===== config.mk =====
export PLATFORM = sky130hd
export DESIGN_NAME = hazard_scoreboard
export DESIGN_NICKNAME = d
export VERILOG_FILES = /design/src/rtl/pipeline_pkg.sv /design/src/rtl/sb_entry.sv /design/src/rtl/hazard_scoreboard.sv
export SDC_FILE = /design/constraint.sdc
export NUM_CORES = 1
export LEC_CHECK = 0
export ABC_AREA = 1
export ABC_CLOCK_PERIOD_IN_PS = 2000
export BUFFER_PORTS_ARGS = -buffer_cell sky130_fd_sc_hd__buf_2
export CORE_ASPECT_RATIO = 2
export CORE_UTILIZATION = 30
export CTS_CLUSTER_DIAMETER = 60
export DETAILED_ROUTE_END_ITERATION = 10
export GPL_ROUTABILITY_DRIVEN = 0
export HOLD_SLACK_MARGIN = 0.02
export PLACE_DENSITY = 0.58
export SKIP_CTS_REPAIR_TIMING = 1
export SLEW_MARGIN = 20
export SYNTH_ARGS = -nofsm -noshare
export SYNTH_HDL_FRONTEND = slang
export SYNTH_SLANG_ARGS = --single-unit

===== constraint.sdc =====
create_clock -name clk -period 2 [get_ports clk]
set_clock_uncertainty 0.2 [all_clocks]
set_input_delay 0.3 -clock clk [delete_from_list [all_inputs] [get_ports clk]]
set_output_delay 0.3 -clock clk [all_outputs]
set_load 0.02 [all_outputs]

===== src/rtl/pipeline_pkg.sv =====
// Shared pipeline definitions: opcode classes, branch FSM states, scoreboard slot layout.
package pipeline_pkg;

  localparam int unsigned CNT_W   = 4;  // load countdown, holds LOAD_LAT up to 15
  localparam int unsigned FCNT_W  = 3;  // flush countdown, holds BR_PENALTY up to 7
  localparam int unsigned SB_RD_W = 8;  // widest register address a slot can hold

  localparam logic [2:0] OP_LOAD_SUFFIX = 3'b100;
  localparam logic [5:0] OP_BR_LO       = 6'h04;
  localparam logic [5:0] OP_BR_HI       = 6'h07;

  typedef enum logic [1:0] {
    IDLE    = 2'd0,
    WAIT_BR = 2'd1,
    FLUSH   = 2'd2
  } br_state_e;

  typedef struct packed {
    logic                 valid;
    logic [0:SB_RD_W-1]   rd;
    logic [0:CNT_W-1]     cnt;
  } sb_entry_t;

endpackage


===== src/rtl/sb_entry.sv =====
// One scoreboard slot: tracks an in-flight load destination and counts down to forwardability.
module sb_entry
  import pipeline_pkg::*;
#(
  parameter int unsigned REG_AW = 5
) (
  input  logic              clk,
  input  logic              reset,
  input  logic              alloc,
  input  logic [0:REG_AW-1] alloc_rd,
  input  logic [0:CNT_W-1]  alloc_cnt,
  input  logic [0:REG_AW-1] cmp_rs1,
  input  logic [0:REG_AW-1] cmp_rs2,
  input  logic              cmp_rs2_en,
  output logic              valid,
  output logic              retire_c,
  output logic              hit_c
);

  sb_entry_t          entry_q, entry_d;
  logic [0:SB_RD_W-1] rs1_ext, rs2_ext;

  // Next slot contents: allocation wins over retirement so a freed slot is reusable at once
  always_comb begin
    entry_d = entry_q;
    if (alloc) begin
      entry_d.valid = 1'b1;
      entry_d.rd    = SB_RD_W'(alloc_rd);
      entry_d.cnt   = alloc_cnt;
    end else if (entry_q.valid) begin
      if (entry_q.cnt == CNT_W'(1)) begin
        entry_d = '0;
      end else begin
        entry_d.cnt = entry_q.cnt - CNT_W'(1);
      end
    end
  end

  // Slot register
  always_ff @(posedge clk) begin
    if (reset) begin
      entry_q <= '0;
    end else begin
      entry_q <= entry_d;
    end
  end

  // Source compare; r0 never matches
  always_comb begin
    rs1_ext  = SB_RD_W'(cmp_rs1);
    rs2_ext  = SB_RD_W'(cmp_rs2);
    valid    = entry_q.valid;
    retire_c = entry_q.valid & (entry_q.cnt == CNT_W'(1));
    hit_c    = entry_q.valid & (|entry_q.rd) &
               ((entry_q.rd == rs1_ext) | (cmp_rs2_en & (entry_q.rd == rs2_ext)));
  end

endmodule


===== src/rtl/hazard_scoreboard.sv =====
// Load-use scoreboard plus branch hold/flush sequencer for the decode stage.
// Optional: define HAZARD_PERF_EN to add saturating stall/flush performance counters.
module hazard_scoreboard
  import pipeline_pkg::*;
#(
  parameter int unsigned REG_AW     = 5,
  parameter int unsigned OP_W       = 6,
  parameter int unsigned DEPTH      = 4,
  parameter int unsigned LOAD_LAT   = 2,
  parameter int unsigned BR_PENALTY = 2
) (
  input  logic              clk,
  input  logic              reset,
  input  logic              id_valid,
  input  logic [0:OP_W-1]   id_op,
  input  logic [0:REG_AW-1] id_rd,
  input  logic [0:REG_AW-1] id_rs1,
  input  logic [0:REG_AW-1] id_rs2,
  input  logic              id_uses_rs2,
  input  logic              br_resolve,
  input  logic              br_taken,
  output logic              stall,
  output logic              flush,
  output logic              issue,
  output logic              sb_full
`ifdef HAZARD_PERF_EN
  ,
  output logic [0:31]       perf_raw_stalls,
  output logic [0:31]       perf_br_stalls,
  output logic [0:31]       perf_flushes
`endif
);

  // Parameter range guards
  if (LOAD_LAT < 1 || LOAD_LAT > 15) begin : g_bad_load_lat
    $error("hazard_scoreboard: LOAD_LAT must be 1..15");
  end
  if (BR_PENALTY < 1 || BR_PENALTY > 7) begin : g_bad_br_penalty
    $error("hazard_scoreboard: BR_PENALTY must be 1..7");
  end
  if (DEPTH < 1) begin : g_bad_depth
    $error("hazard_scoreboard: DEPTH must be >= 1");
  end
  if (REG_AW < 1 || REG_AW > SB_RD_W || OP_W < 6) begin : g_bad_widths
    $error("hazard_scoreboard: REG_AW must be 1..8 and OP_W >= 6");
  end

  logic             is_load, is_branch, raw_hit, any_retire;
  logic             raw_full_stall, br_wait_stall, alloc_req, found;
  logic [DEPTH-1:0] ent_valid, ent_retire, ent_hit, ent_alloc, valid_nxt;

  br_state_e          state_q, state_d;
  logic [0:FCNT_W-1]  fcnt_q, fcnt_d;
  logic               sb_full_q, sb_full_d;

  for (genvar i = 0; i < DEPTH; i++) begin : g_ent
    sb_entry #(.REG_AW(REG_AW)) u_ent (
      .clk        (clk),
      .reset      (reset),
      .alloc      (ent_alloc[i]),
      .alloc_rd   (id_rd),
      .alloc_cnt  (CNT_W'(LOAD_LAT)),
      .cmp_rs1    (id_rs1),
      .cmp_rs2    (id_rs2),
      .cmp_rs2_en (id_uses_rs2),
      .valid      (ent_valid[i]),
      .retire_c   (ent_retire[i]),
      .hit_c      (ent_hit[i])
    );
  end

  // Decode classification and hazard outputs from current state
  always_comb begin
    is_load        = (id_op[OP_W-3:OP_W-1] == OP_LOAD_SUFFIX);
    is_branch      = (id_op >= OP_W'(OP_BR_LO)) && (id_op <= OP_W'(OP_BR_HI));
    any_retire     = |ent_retire;
    raw_hit        = id_valid & (|ent_hit);
    raw_full_stall = id_valid & (raw_hit | (is_load & sb_full_q & ~any_retire));
    br_wait_stall  = id_valid & (state_q == WAIT_BR);
    stall          = raw_full_stall | br_wait_stall;
    flush          = (state_q == FLUSH);
    issue          = id_valid & ~stall & ~flush;
    sb_full        = sb_full_q;
  end

  // Lowest-index free (or retiring) slot takes an issuing load
  always_comb begin
    ent_alloc = '0;
    found     = 1'b0;
    alloc_req = issue & is_load & (|id_rd);
    for (int i = 0; i < DEPTH; i++) begin
      if (!found && (!ent_valid[i] || ent_retire[i])) begin
        ent_alloc[i] = alloc_req;
        found        = 1'b1;
      end
    end
    valid_nxt = ent_alloc | (ent_valid & ~ent_retire);
    sb_full_d = &valid_nxt;
  end

  // Branch sequencer next state
  always_comb begin
    state_d = state_q;
    fcnt_d  = fcnt_q;
    case (state_q)
      IDLE: begin
        if (issue && is_branch) state_d = WAIT_BR;
      end
      WAIT_BR: begin
        if (br_resolve) begin
          if (br_taken) begin
            state_d = FLUSH;
            fcnt_d  = FCNT_W'(BR_PENALTY);
          end else begin
            state_d = IDLE;
          end
        end
      end
      FLUSH: begin
        if (fcnt_q == FCNT_W'(1)) begin
          state_d = IDLE;
          fcnt_d  = '0;
        end else begin
          fcnt_d = fcnt_q - FCNT_W'(1);
        end
      end
      default: begin
        state_d = IDLE;
        fcnt_d  = '0;
      end
    endcase
  end

  // Sequencer and full-flag registers
  always_ff @(posedge clk) begin
    if (reset) begin
      state_q   <= IDLE;
      fcnt_q    <= '0;
      sb_full_q <= 1'b0;
    end else begin
      state_q   <= state_d;
      fcnt_q    <= fcnt_d;
      sb_full_q <= sb_full_d;
    end
  end

`ifdef HAZARD_PERF_EN
  logic [0:31] perf_raw_q, perf_raw_d;
  logic [0:31] perf_br_q, perf_br_d;
  logic [0:31] perf_fl_q, perf_fl_d;

  // Saturating event counters
  always_comb begin
    perf_raw_d = perf_raw_q;
    perf_br_d  = perf_br_q;
    perf_fl_d  = perf_fl_q;
    if (raw_full_stall && !(&perf_raw_q)) perf_raw_d = perf_raw_q + 32'd1;
    if (br_wait_stall && !(&perf_br_q))   perf_br_d  = perf_br_q + 32'd1;
    if (flush && !(&perf_fl_q))           perf_fl_d  = perf_fl_q + 32'd1;
    perf_raw_stalls = perf_raw_q;
    perf_br_stalls  = perf_br_q;
    perf_flushes    = perf_fl_q;
  end

  // Counter registers
  always_ff @(posedge clk) begin
    if (reset) begin
      perf_raw_q <= '0;
      perf_br_q  <= '0;
      perf_fl_q  <= '0;
    end else begin
      perf_raw_q <= perf_raw_d;
      perf_br_q  <= perf_br_d;
      perf_fl_q  <= perf_fl_d;
    end
  end
`endif

endmodule


==> impl_results.html, run 1 <==
<table>
<tr><th>Metric</th><th>Value</th></tr>
<tr><th colspan="2">Floorplan</th></tr>
<tr><td>Full die area</td><td>10700 µm²</td></tr>
<tr><td>IO Count</td><td>31</td></tr>
<tr><td>Chip height</td><td>145 µm</td></tr>
<tr><td>Initial core utilization</td><td>30.7%</td></tr>
<tr><td>Count of standard-cell rows</td><td>52</td></tr>
<tr><td>Placeable core region</td><td>10000 µm²</td></tr>
<tr><td>Die outline width</td><td>73.6 µm</td></tr>
<tr><th colspan="2">Synth</th></tr>
<tr><td>Most common cell in the synthesized netlist</td><td>nand2_1</td></tr>
<tr><td>Largest area contributor in the synthesized netlist</td><td>dfxtp_1</td></tr>
<tr><td>Unique cell type count in the Yosys netlist</td><td>34</td></tr>
<tr><td>Most frequently used flop master after synthesis</td><td>dfxtp_1</td></tr>
<tr><td>Syn Area/Cell</td><td>6.50 µm²</td></tr>
<tr><td>Yosys warns</td><td>0</td></tr>
<tr><td>Fraction of registers with async set or reset after synthesis</td><td>0%</td></tr>
<tr><td>Syn nets</td><td>513</td></tr>
<tr><td>Synthesis-stage register bit count</td><td>46</td></tr>
<tr><td>Commonest cells in the synthesized netlist</td><td>nand2_1 (137), inv_1 (60), dfxtp_1 (46), nor2_1 (42), a21oi_1 (32)</td></tr>
<tr><td>Post-synth EDFFs</td><td>0</td></tr>
<tr><td>Top post-synthesis cells by area</td><td>dfxtp_1 (30%), nand2_1 (17%), inv_1 (7.3%)</td></tr>
<tr><td>Share of the synthesized area in the top cell type</td><td>30.0%</td></tr>
<tr><td>Synthesized cell area</td><td>3070 µm²</td></tr>
<tr><td>Instance count of the mapped netlist</td><td>473</td></tr>
<tr><td>Seq/Total Area, Yosys</td><td>30.0%</td></tr>
<tr><th colspan="2">Setup path</th></tr>
<tr><td>Startpoint class of the critical path</td><td>flip-flop</td></tr>
<tr><td>Worst path buffer plus inverter count</td><td>4</td></tr>
<tr><td>Slowest stage delay, CP</td><td>0.33 ns</td></tr>
<tr><td>Arrival time of data at the critical path endpoint</td><td>1.78 ns</td></tr>
<tr><td>Max FO, Critical Path</td><td>4</td></tr>
<tr><td>Chain of cells forming the critical path</td><td>inv_2 &gt; ha_4 &gt; nand4_1 &gt; nand3_2 &gt; o21ai_2 &gt; inv_2 &gt; nand2_4 &gt; nor2_8 &gt; buf_6 &gt; nor2_4 &gt; buf_6</td></tr>
<tr><td>Worst Path Required</td><td>1.50 ns</td></tr>
<tr><td>CP Class</td><td>flip-flop to output pin</td></tr>
<tr><td>Critical path endpoint category</td><td>output pin</td></tr>
<tr><td>Standard cell with the maximum stage delay on the critical path</td><td>dfxtp_2</td></tr>
<tr><td>Gate family responsible for the most delay along the worst path</td><td>simple AND/OR/NAND/NOR gates</td></tr>
<tr><th colspan="2">STA</th></tr>
<tr><td>Max-Slew Margin vs Limit</td><td>65.8%</td></tr>
<tr><td>Worst-Margin Slew</td><td>0.507 ns</td></tr>
<tr><td>Final setup violating endpoints</td><td>32</td></tr>
<tr><td>F_max</td><td>439 MHz</td></tr>
<tr><td>Min Clock Period, post-route</td><td>2.28 ns</td></tr>
<tr><td>Number of endpoints with negative hold slack in the final report</td><td>0</td></tr>
<tr><td>Setup repair after global routing missed its margin</td><td>true</td></tr>
<tr><td>Final setup margin</td><td>-0.277 ns</td></tr>
<tr><td>Ratio of final minimum period to clock period</td><td>114%</td></tr>
<tr><td>Count of pins over their slew limit</td><td>0</td></tr>
<tr><th colspan="2">Clocking</th></tr>
<tr><td>Clock-pin slew on the worst setup and hold paths</td><td>0.06 ns</td></tr>
<tr><td>Cell at the root of the clock tree</td><td>clkbuf_16</td></tr>
<tr><td>CTS sink count</td><td>46</td></tr>
<tr><td>TritonCTS clock tree</td><td>done</td></tr>
<tr><td>CTS HTree Levels</td><td>2</td></tr>
<tr><td>Inserted Clock Buffers</td><td>5</td></tr>
<tr><td>Largest buffer count on any clock path</td><td>2</td></tr>
<tr><td>Clock insertion delay at the later pin of the skew report</td><td>0.29 ns</td></tr>
<tr><th colspan="2">Pwr</th></tr>
<tr><td>Switching part of the total power</td><td>31.7%</td></tr>
<tr><td>Pwr Total</td><td>2.72 mW</td></tr>
<tr><td>Net switching power of the design</td><td>0.864 mW</td></tr>
<tr><td>Maximum VDD drop</td><td>0.433 mV</td></tr>
<tr><td>Pwr/cell area</td><td>642 nW/µm²</td></tr>
<tr><td>Clock share of power</td><td>34.6%</td></tr>
<tr><td>Static power due to leakage</td><td>1.94 nW</td></tr>
<tr><td>Proportion of power drawn by flip-flops and latches</td><td>36.3%</td></tr>
<tr><td>Internal power of the cells</td><td>1.86 mW</td></tr>
<tr><td>Fraction of power consumed by combinational cells</td><td>29.0%</td></tr>
<tr><th colspan="2">GRT</th></tr>
<tr><td>Wire length of the first global-routing pass</td><td>15100 µm</td></tr>
<tr><td>Global Route Usage Sum</td><td>18.6%</td></tr>
<tr><td>Overall overflow remaining after global route</td><td>0</td></tr>
<tr><td>Number of global-route vias before repair</td><td>3308</td></tr>
<tr><td>Number of antenna violations at the first check in global routing</td><td>0</td></tr>
<tr><td>Largest net degree at the start of global routing</td><td>24</td></tr>
<tr><th colspan="2">Drt</th></tr>
<tr><td>Vias after detailed routing</td><td>3407</td></tr>
<tr><td>Post-detailed-route DRC marker count</td><td>0</td></tr>
<tr><td>Drt first-iter violations</td><td>130</td></tr>
<tr><td>Total wirelength of the detailed-routed design</td><td>9780 µm</td></tr>
<tr><td>Length of the first detailed-routing pass in iterations</td><td>5</td></tr>
<tr><td>Number of vias per cell</td><td>4.83</td></tr>
<tr><td>Post-route antenna net violation count</td><td>0</td></tr>
<tr><td>Drt wl/cell</td><td>13.9 µm</td></tr>
<tr><th colspan="2">Outcome</th></tr>
<tr><td>Violations in the final reports</td><td>negative setup slack</td></tr>
<tr><td>Status</td><td>finished, violations left</td></tr>
<tr><th colspan="2">Finish</th></tr>
<tr><td>Number of inserted diodes</td><td>0</td></tr>
<tr><td>Finished Layout Cells</td><td>705</td></tr>
<tr><td>Core Util, Final</td><td>42.3%</td></tr>
<tr><td>Proportion of layout cells with a drive suffix above 1</td><td>31.2%</td></tr>
<tr><td>Layout-stage area growth over the synthesis result</td><td>37.9%</td></tr>
<tr><td>Post-layout nets</td><td>609</td></tr>
<tr><th colspan="2">Run</th></tr>
<tr><td># Max-Cap Violations</td><td>0</td></tr>
<tr><th colspan="2">Place</th></tr>
<tr><td>Placed Cells</td><td>689</td></tr>
<tr><td>Sum of net half-perimeters after detailed placement</td><td>7610 µm</td></tr>
<tr><td>Port-buffer cells</td><td>30</td></tr>
<tr><td>Worst Setup Slack post-DPL</td><td>-0.225 ns</td></tr>
<tr><th colspan="2">Worst hold path</th></tr>
<tr><td>Hold/Removal Path Class</td><td>primary input to flip-flop</td></tr>
</table>
## power groups by stage
stage	registers, mW	clock network [mW]	logic [mW]
2_1_floorplan	1.00	0	0.452
3_3_place_gp	1.01	0	0.689
3_5_place_dp	1.01	0	0.697
4_1_cts	0.987	0.969	0.700
5_1_grt	0.993	0.998	0.865
6_report	0.989	0.943	0.790
## metal layers
layer,GRT usage [%],wire length [µm],up-vias
met2,36.1,5590,89
met4,12.7,617,0
met5,0,0,-
met1,16.8,3300,1550
met3,1.74,278,39
li1,-,-,1729
## flip-flops by register name, summed over array words and instances (netlist names)
signal / count
g_ent.u_ent.valid: 4
sb_full: 1
g_ent.u_ent.entry_q: 36
state_q: 2
fcnt_q: 3
## path summary, 6_finish.rpt
path	start	to	slack [ns]	cells after the start
setup / recovery	g_ent[0].u_ent.entry_q[1]	stall	-0.28	11
hold reg to reg	g_ent[0].u_ent.entry_q[2]	g_ent[0].u_ent.entry_q[2]	0.28	2
hold / removal	id_rd[1]	g_ent[2].u_ent.entry_q[7]	0.15	3
setup reg to reg	g_ent[0].u_ent.entry_q[1]	g_ent[3].u_ent.entry_q[7]	-0.12	13
## per-stage QoR
step	instance area, µm²	hold slack [ns]	setup TNS [ns]
2_1_floorplan	3080	0.168	0
3_5_place_dp	3800	0.275	-4.83
6_report	4240	0.153	-1.79
5_1_grt	4240	0.158	-5.75
4_1_cts	3970	0.149	-6.70
3_3_place_gp	3800	0.264	-4.35
## kinds of logic (layout without fill, tap and decap cells)
group	count (synthesis)	count (layout)	share of synthesized area [%]
xor+xnor	11	11	3.13
fa+ha+maj	13	13	5.29
compound gates	67	67	11.9
flops	46	46	30.0
buf+inv	81	176	10.3
simple gates	255	257	39.4
## cell usage in the layout, fill, tap and decap left out, drive strengths merged
master	count
nor2	45
nand2	144
bufinv	1
nor4	1
nor3	13
o211ai	3
dfxtp	46
ha	13
and3	1
o21ai	19
nand3	31
xor2	6
o21bai	3
clkinvlp	1
buf	96
nor4b	1
a21oi	33
inv	72
xnor2	5
nand4	21
o22ai	9
clkbuf	6
## final cells by class
type                    instances  area [µm²]
well taps                     135         169
inverters                      72         270
multi-input cells             348        2020
clock inverters                 2        37.5
clock buffers                   6         129
flip-flops and latches         46         941
repair buffers                 96         673
fillers                      1067        5780
## worst register-to-register path, cell delays in order (launching register included)
cell	delay, ns
dfxtp_2	0.32
inv_2	0.06
ha_4	0.13
nand4_1	0.19
nand3_2	0.15
o21ai_2	0.07
inv_2	0.07
nand2_4	0.07
nor2_8	0.11
buf_4	0.13
nand4_4	0.18
buf_6	0.19
nand3_1	0.06
a21oi_1	0.06
Power figures use the tool's default switching activity.
==> run 2: changes to the inputs <==
--- a/config.mk
+++ b/config.mk
@@ -9,12 +9,12 @@
 export ABC_CLOCK_PERIOD_IN_PS = 2000
 export BUFFER_PORTS_ARGS = -buffer_cell sky130_fd_sc_hd__buf_2
 export CORE_ASPECT_RATIO = 2
-export CORE_UTILIZATION = 30
+export CORE_UTILIZATION = 54
 export CTS_CLUSTER_DIAMETER = 60
 export DETAILED_ROUTE_END_ITERATION = 10
 export GPL_ROUTABILITY_DRIVEN = 0
 export HOLD_SLACK_MARGIN = 0.02
-export PLACE_DENSITY = 0.58
+export PLACE_DENSITY = 0.87
 export SKIP_CTS_REPAIR_TIMING = 1
 export SLEW_MARGIN = 20
 export SYNTH_ARGS = -nofsm -noshare
==> run 2 against run 1 <==
Against the previous run: the flow still finishes with violations (negative setup slack); count of clock-buffer cells in the layout grew 1; maximum frequency is 1.8% lower; die area fell by 44%; global-route usage rose by 12 points; clock power decreased by 35%; critical path type unchanged.
==> impl_results.html, run 2 (synthesis gave the netlist of run 1 again) <==
<table>
<tr><th>Metric</th><th>Value</th></tr>
<tr><th colspan="2">Outcome</th></tr>
<tr><td>Status</td><td>finished, violations left</td></tr>
<tr><td>Violations in the final reports</td><td>negative setup slack</td></tr>
<tr><th colspan="2">Pwr</th></tr>
<tr><td>Static power due to leakage</td><td>1.84 nW (-4.9%)</td></tr>
<tr><td>Pwr/cell area</td><td>611 nW/µm² (-4.9%)</td></tr>
<tr><td>Maximum VDD drop</td><td>0.703 mV (+62%)</td></tr>
<tr><th colspan="2">Floorplan</th></tr>
<tr><td>Die outline width</td><td>55.4 µm (-25%)</td></tr>
<tr><td>Full die area</td><td>6020 µm² (-44%)</td></tr>
<tr><td>Initial core utilization</td><td>56.2% (+26 points)</td></tr>
<tr><td>IO Count</td><td>31 (unchanged)</td></tr>
<tr><td>Chip height</td><td>109 µm (-25%)</td></tr>
<tr><td>Placeable core region</td><td>5470 µm² (-45%)</td></tr>
<tr><td>Count of standard-cell rows</td><td>38 (-27%)</td></tr>
<tr><th colspan="2">STA</th></tr>
<tr><td>Ratio of final minimum period to clock period</td><td>116% (+2.1 points)</td></tr>
<tr><td>Hold Slack</td><td>0.115 ns (-0.0382 ns)</td></tr>
<tr><td>Final setup violating endpoints</td><td>45 (+41%)</td></tr>
<tr><td>Number of endpoints with negative hold slack in the final report</td><td>0 (unchanged)</td></tr>
<tr><td>Final setup margin</td><td>-0.320 ns (-0.0428 ns)</td></tr>
<tr><td>Final-layout setup total negative slack</td><td>-8.12 ns (-6.34 ns)</td></tr>
<tr><td>Worst-Margin Slew</td><td>0.884 ns (+0.377 ns)</td></tr>
<tr><td>Min Clock Period, post-route</td><td>2.32 ns (+0.0428 ns)</td></tr>
<tr><td>Setup repair after global routing missed its margin</td><td>true</td></tr>
<tr><td>Max-Slew Margin vs Limit</td><td>41.0% (-25 points)</td></tr>
<tr><td>Count of pins over their slew limit</td><td>0 (unchanged)</td></tr>
<tr><td>F_max</td><td>431 MHz (-1.8%)</td></tr>
<tr><th colspan="2">GRT</th></tr>
<tr><td>Global Route Usage Sum</td><td>30.8% (+12 points)</td></tr>
<tr><td>Overall overflow remaining after global route</td><td>0 (unchanged)</td></tr>
<tr><td>Largest net degree at the start of global routing</td><td>24 (unchanged)</td></tr>
<tr><td>Number of global-route vias before repair</td><td>3283 (-0.76%)</td></tr>
<tr><td>Number of antenna violations at the first check in global routing</td><td>0 (unchanged)</td></tr>
<tr><td>Wire length of the first global-routing pass</td><td>14500 µm (-3.6%)</td></tr>
<tr><th colspan="2">Place</th></tr>
<tr><td>Sum of net half-perimeters after detailed placement</td><td>6850 µm (-10%)</td></tr>
<tr><td>Port-buffer cells</td><td>30 (unchanged)</td></tr>
<tr><th colspan="2">Finish</th></tr>
<tr><td>Number of inserted diodes</td><td>0 (unchanged)</td></tr>
<tr><td>Post-layout nets</td><td>588 (-3.4%)</td></tr>
<tr><td>Most frequent cells in the layout</td><td>nand2_1 (127), inv_1 (47), buf_4 (38), nor2_1 (37), buf_2 (28)</td></tr>
<tr><td>Most common cell after layout, fill and taps aside</td><td>nand2_1</td></tr>
<tr><td>Reg with most FFs</td><td>g_ent.u_ent.entry_q</td></tr>
<tr><td>Core Util, Final</td><td>74.7% (+32 points)</td></tr>
<tr><td>Largest register FFs</td><td>36 (unchanged)</td></tr>
<tr><td>Proportion of layout cells with a drive suffix above 1</td><td>35.9% (+4.7 points)</td></tr>
<tr><td>Layout-stage area growth over the synthesis result</td><td>32.9%</td></tr>
<tr><th colspan="2">Drt</th></tr>
<tr><td>Drt first-iter violations</td><td>321 (+150%)</td></tr>
<tr><td>Drt wl/cell</td><td>18.1 µm (+30%)</td></tr>
<tr><td>Vias after detailed routing</td><td>3667 (+7.6%)</td></tr>
<tr><td>Post-detailed-route DRC marker count</td><td>0 (unchanged)</td></tr>
<tr><td>Total wirelength of the detailed-routed design</td><td>11000 µm (+12%)</td></tr>
<tr><td>Number of vias per cell</td><td>6.02 (+25%)</td></tr>
<tr><td>Length of the first detailed-routing pass in iterations</td><td>5 (unchanged)</td></tr>
<tr><td>Post-route antenna net violation count</td><td>0 (unchanged)</td></tr>
<tr><th colspan="2">Clocking</th></tr>
<tr><td>CTS HTree Levels</td><td>2 (unchanged)</td></tr>
<tr><td>CTS sink count</td><td>46 (unchanged)</td></tr>
<tr><td>Clock insertion delay at the later pin of the skew report</td><td>0.32 ns (+0.03 ns)</td></tr>
<tr><td>Inserted Clock Buffers</td><td>5 (unchanged)</td></tr>
<tr><td>Cell at the root of the clock tree</td><td>clkbuf_8</td></tr>
<tr><td>Clock-pin slew on the worst setup and hold paths</td><td>0.10 ns (+0.04 ns)</td></tr>
<tr><td>TritonCTS clock tree</td><td>done</td></tr>
<tr><td>Largest buffer count on any clock path</td><td>2 (unchanged)</td></tr>
<tr><th colspan="2">Run</th></tr>
<tr><td># Max-Cap Violations</td><td>0 (unchanged)</td></tr>
<tr><th colspan="2">Setup path</th></tr>
<tr><td>Standard cell with the maximum stage delay on the critical path</td><td>dfxtp_2</td></tr>
<tr><td>CP Class</td><td>flip-flop to output pin</td></tr>
<tr><td>Slowest stage delay, CP</td><td>0.34 ns (about the same)</td></tr>
<tr><td>Arrival time of data at the critical path endpoint</td><td>1.82 ns (+0.04 ns)</td></tr>
<tr><td>Worst Path Required</td><td>1.50 ns (about the same)</td></tr>
<tr><td>Reg-to-reg setup timing slack</td><td>-0.28 ns (-0.16 ns)</td></tr>
<tr><td>Max FO, Critical Path</td><td>2 (-2)</td></tr>
<tr><td>Startpoint class of the critical path</td><td>flip-flop</td></tr>
<tr><td>Chain of cells forming the critical path</td><td>inv_2 &gt; ha_4 &gt; nand2_4 &gt; nor2_4 &gt; nand2_2 &gt; nand2_2 &gt; o21ai_2 &gt; inv_2 &gt; nand2_4 &gt; nor3_4 &gt; buf_6</td></tr>
<tr><td>Critical path endpoint category</td><td>output pin</td></tr>
<tr><th colspan="2">Worst hold path</th></tr>
<tr><td>Hold/Removal Path Class</td><td>primary input to flip-flop</td></tr>
</table>
run 2: cell count changes in the layout (fill, tap and decap cells not counted), moves of 6 or more:
cell | previous run | this run
a21oi_2 | 4 | 10
nand3_1 | 27 | 21
clkbuf_8 | 0 | 6
buf_4 | 62 | 38
dfxtp_4 | 0 | 6
inv_1 | 56 | 47
run 2: final timing paths:
kind	endpoint	depth (start not counted)	start
max	issue	11	g_ent[2].u_ent.entry_q[1]
min	g_ent[2].u_ent.entry_q[5]	3	id_rd[3]
max reg2reg	g_ent[3].u_ent.entry_q[8]	16	g_ent[2].u_ent.entry_q[1]
min reg2reg	g_ent[0].u_ent.entry_q[2]	2	g_ent[0].u_ent.entry_q[2]
run 2: routing by layer:
layer,vias to the layer above,share of wire [%],global-route usage [%]
met2,247,50,58.3
met4,0,8.9,23.4
met1,1645,34,29.4
met3,79,6.6,4.27
met5,-,0,0
li1,1696,-,-
run 2: through the flow:
step	cell area, µm²	worst slack (ns)	cells	power [mW]
final	4090	-0.320	609	2.50
after global routing	4090	-0.396	609	2.59
after CTS	3620	-0.461	596	2.27
after detailed placement	3520	-0.136	588	1.67
after global placement	3520	-0.0926	588	1.64
after floorplan	3080	0.00745	473	1.45
run 2: cell type report:
type                       count  area (µm²)
clock buffer                   7        86.3
clock inverter                 1        5.00
fill                         365        1380
inverter                      72         280
multi-input combinational    349        2150
sequential                    46         961
tap                           60        75.1
timing repair buffer          74         524
run 2: worst max-delay path: cells and delay by family (launching register included):
family | cells | cell delay (ns)
compound gates | 1 | 0.09
fa+ha+maj | 1 | 0.14
buf+inv | 3 | 0.31
flops | 1 | 0.34
simple gates | 6 | 0.61
run 2: power by group:
part	total, mW	internal [mW]	switching [mW]
logic	0.895	0.339	0.556
clock network	0.612	0.279	0.333
registers	0.988	0.953	0.0347
total	2.50	1.57	0.924
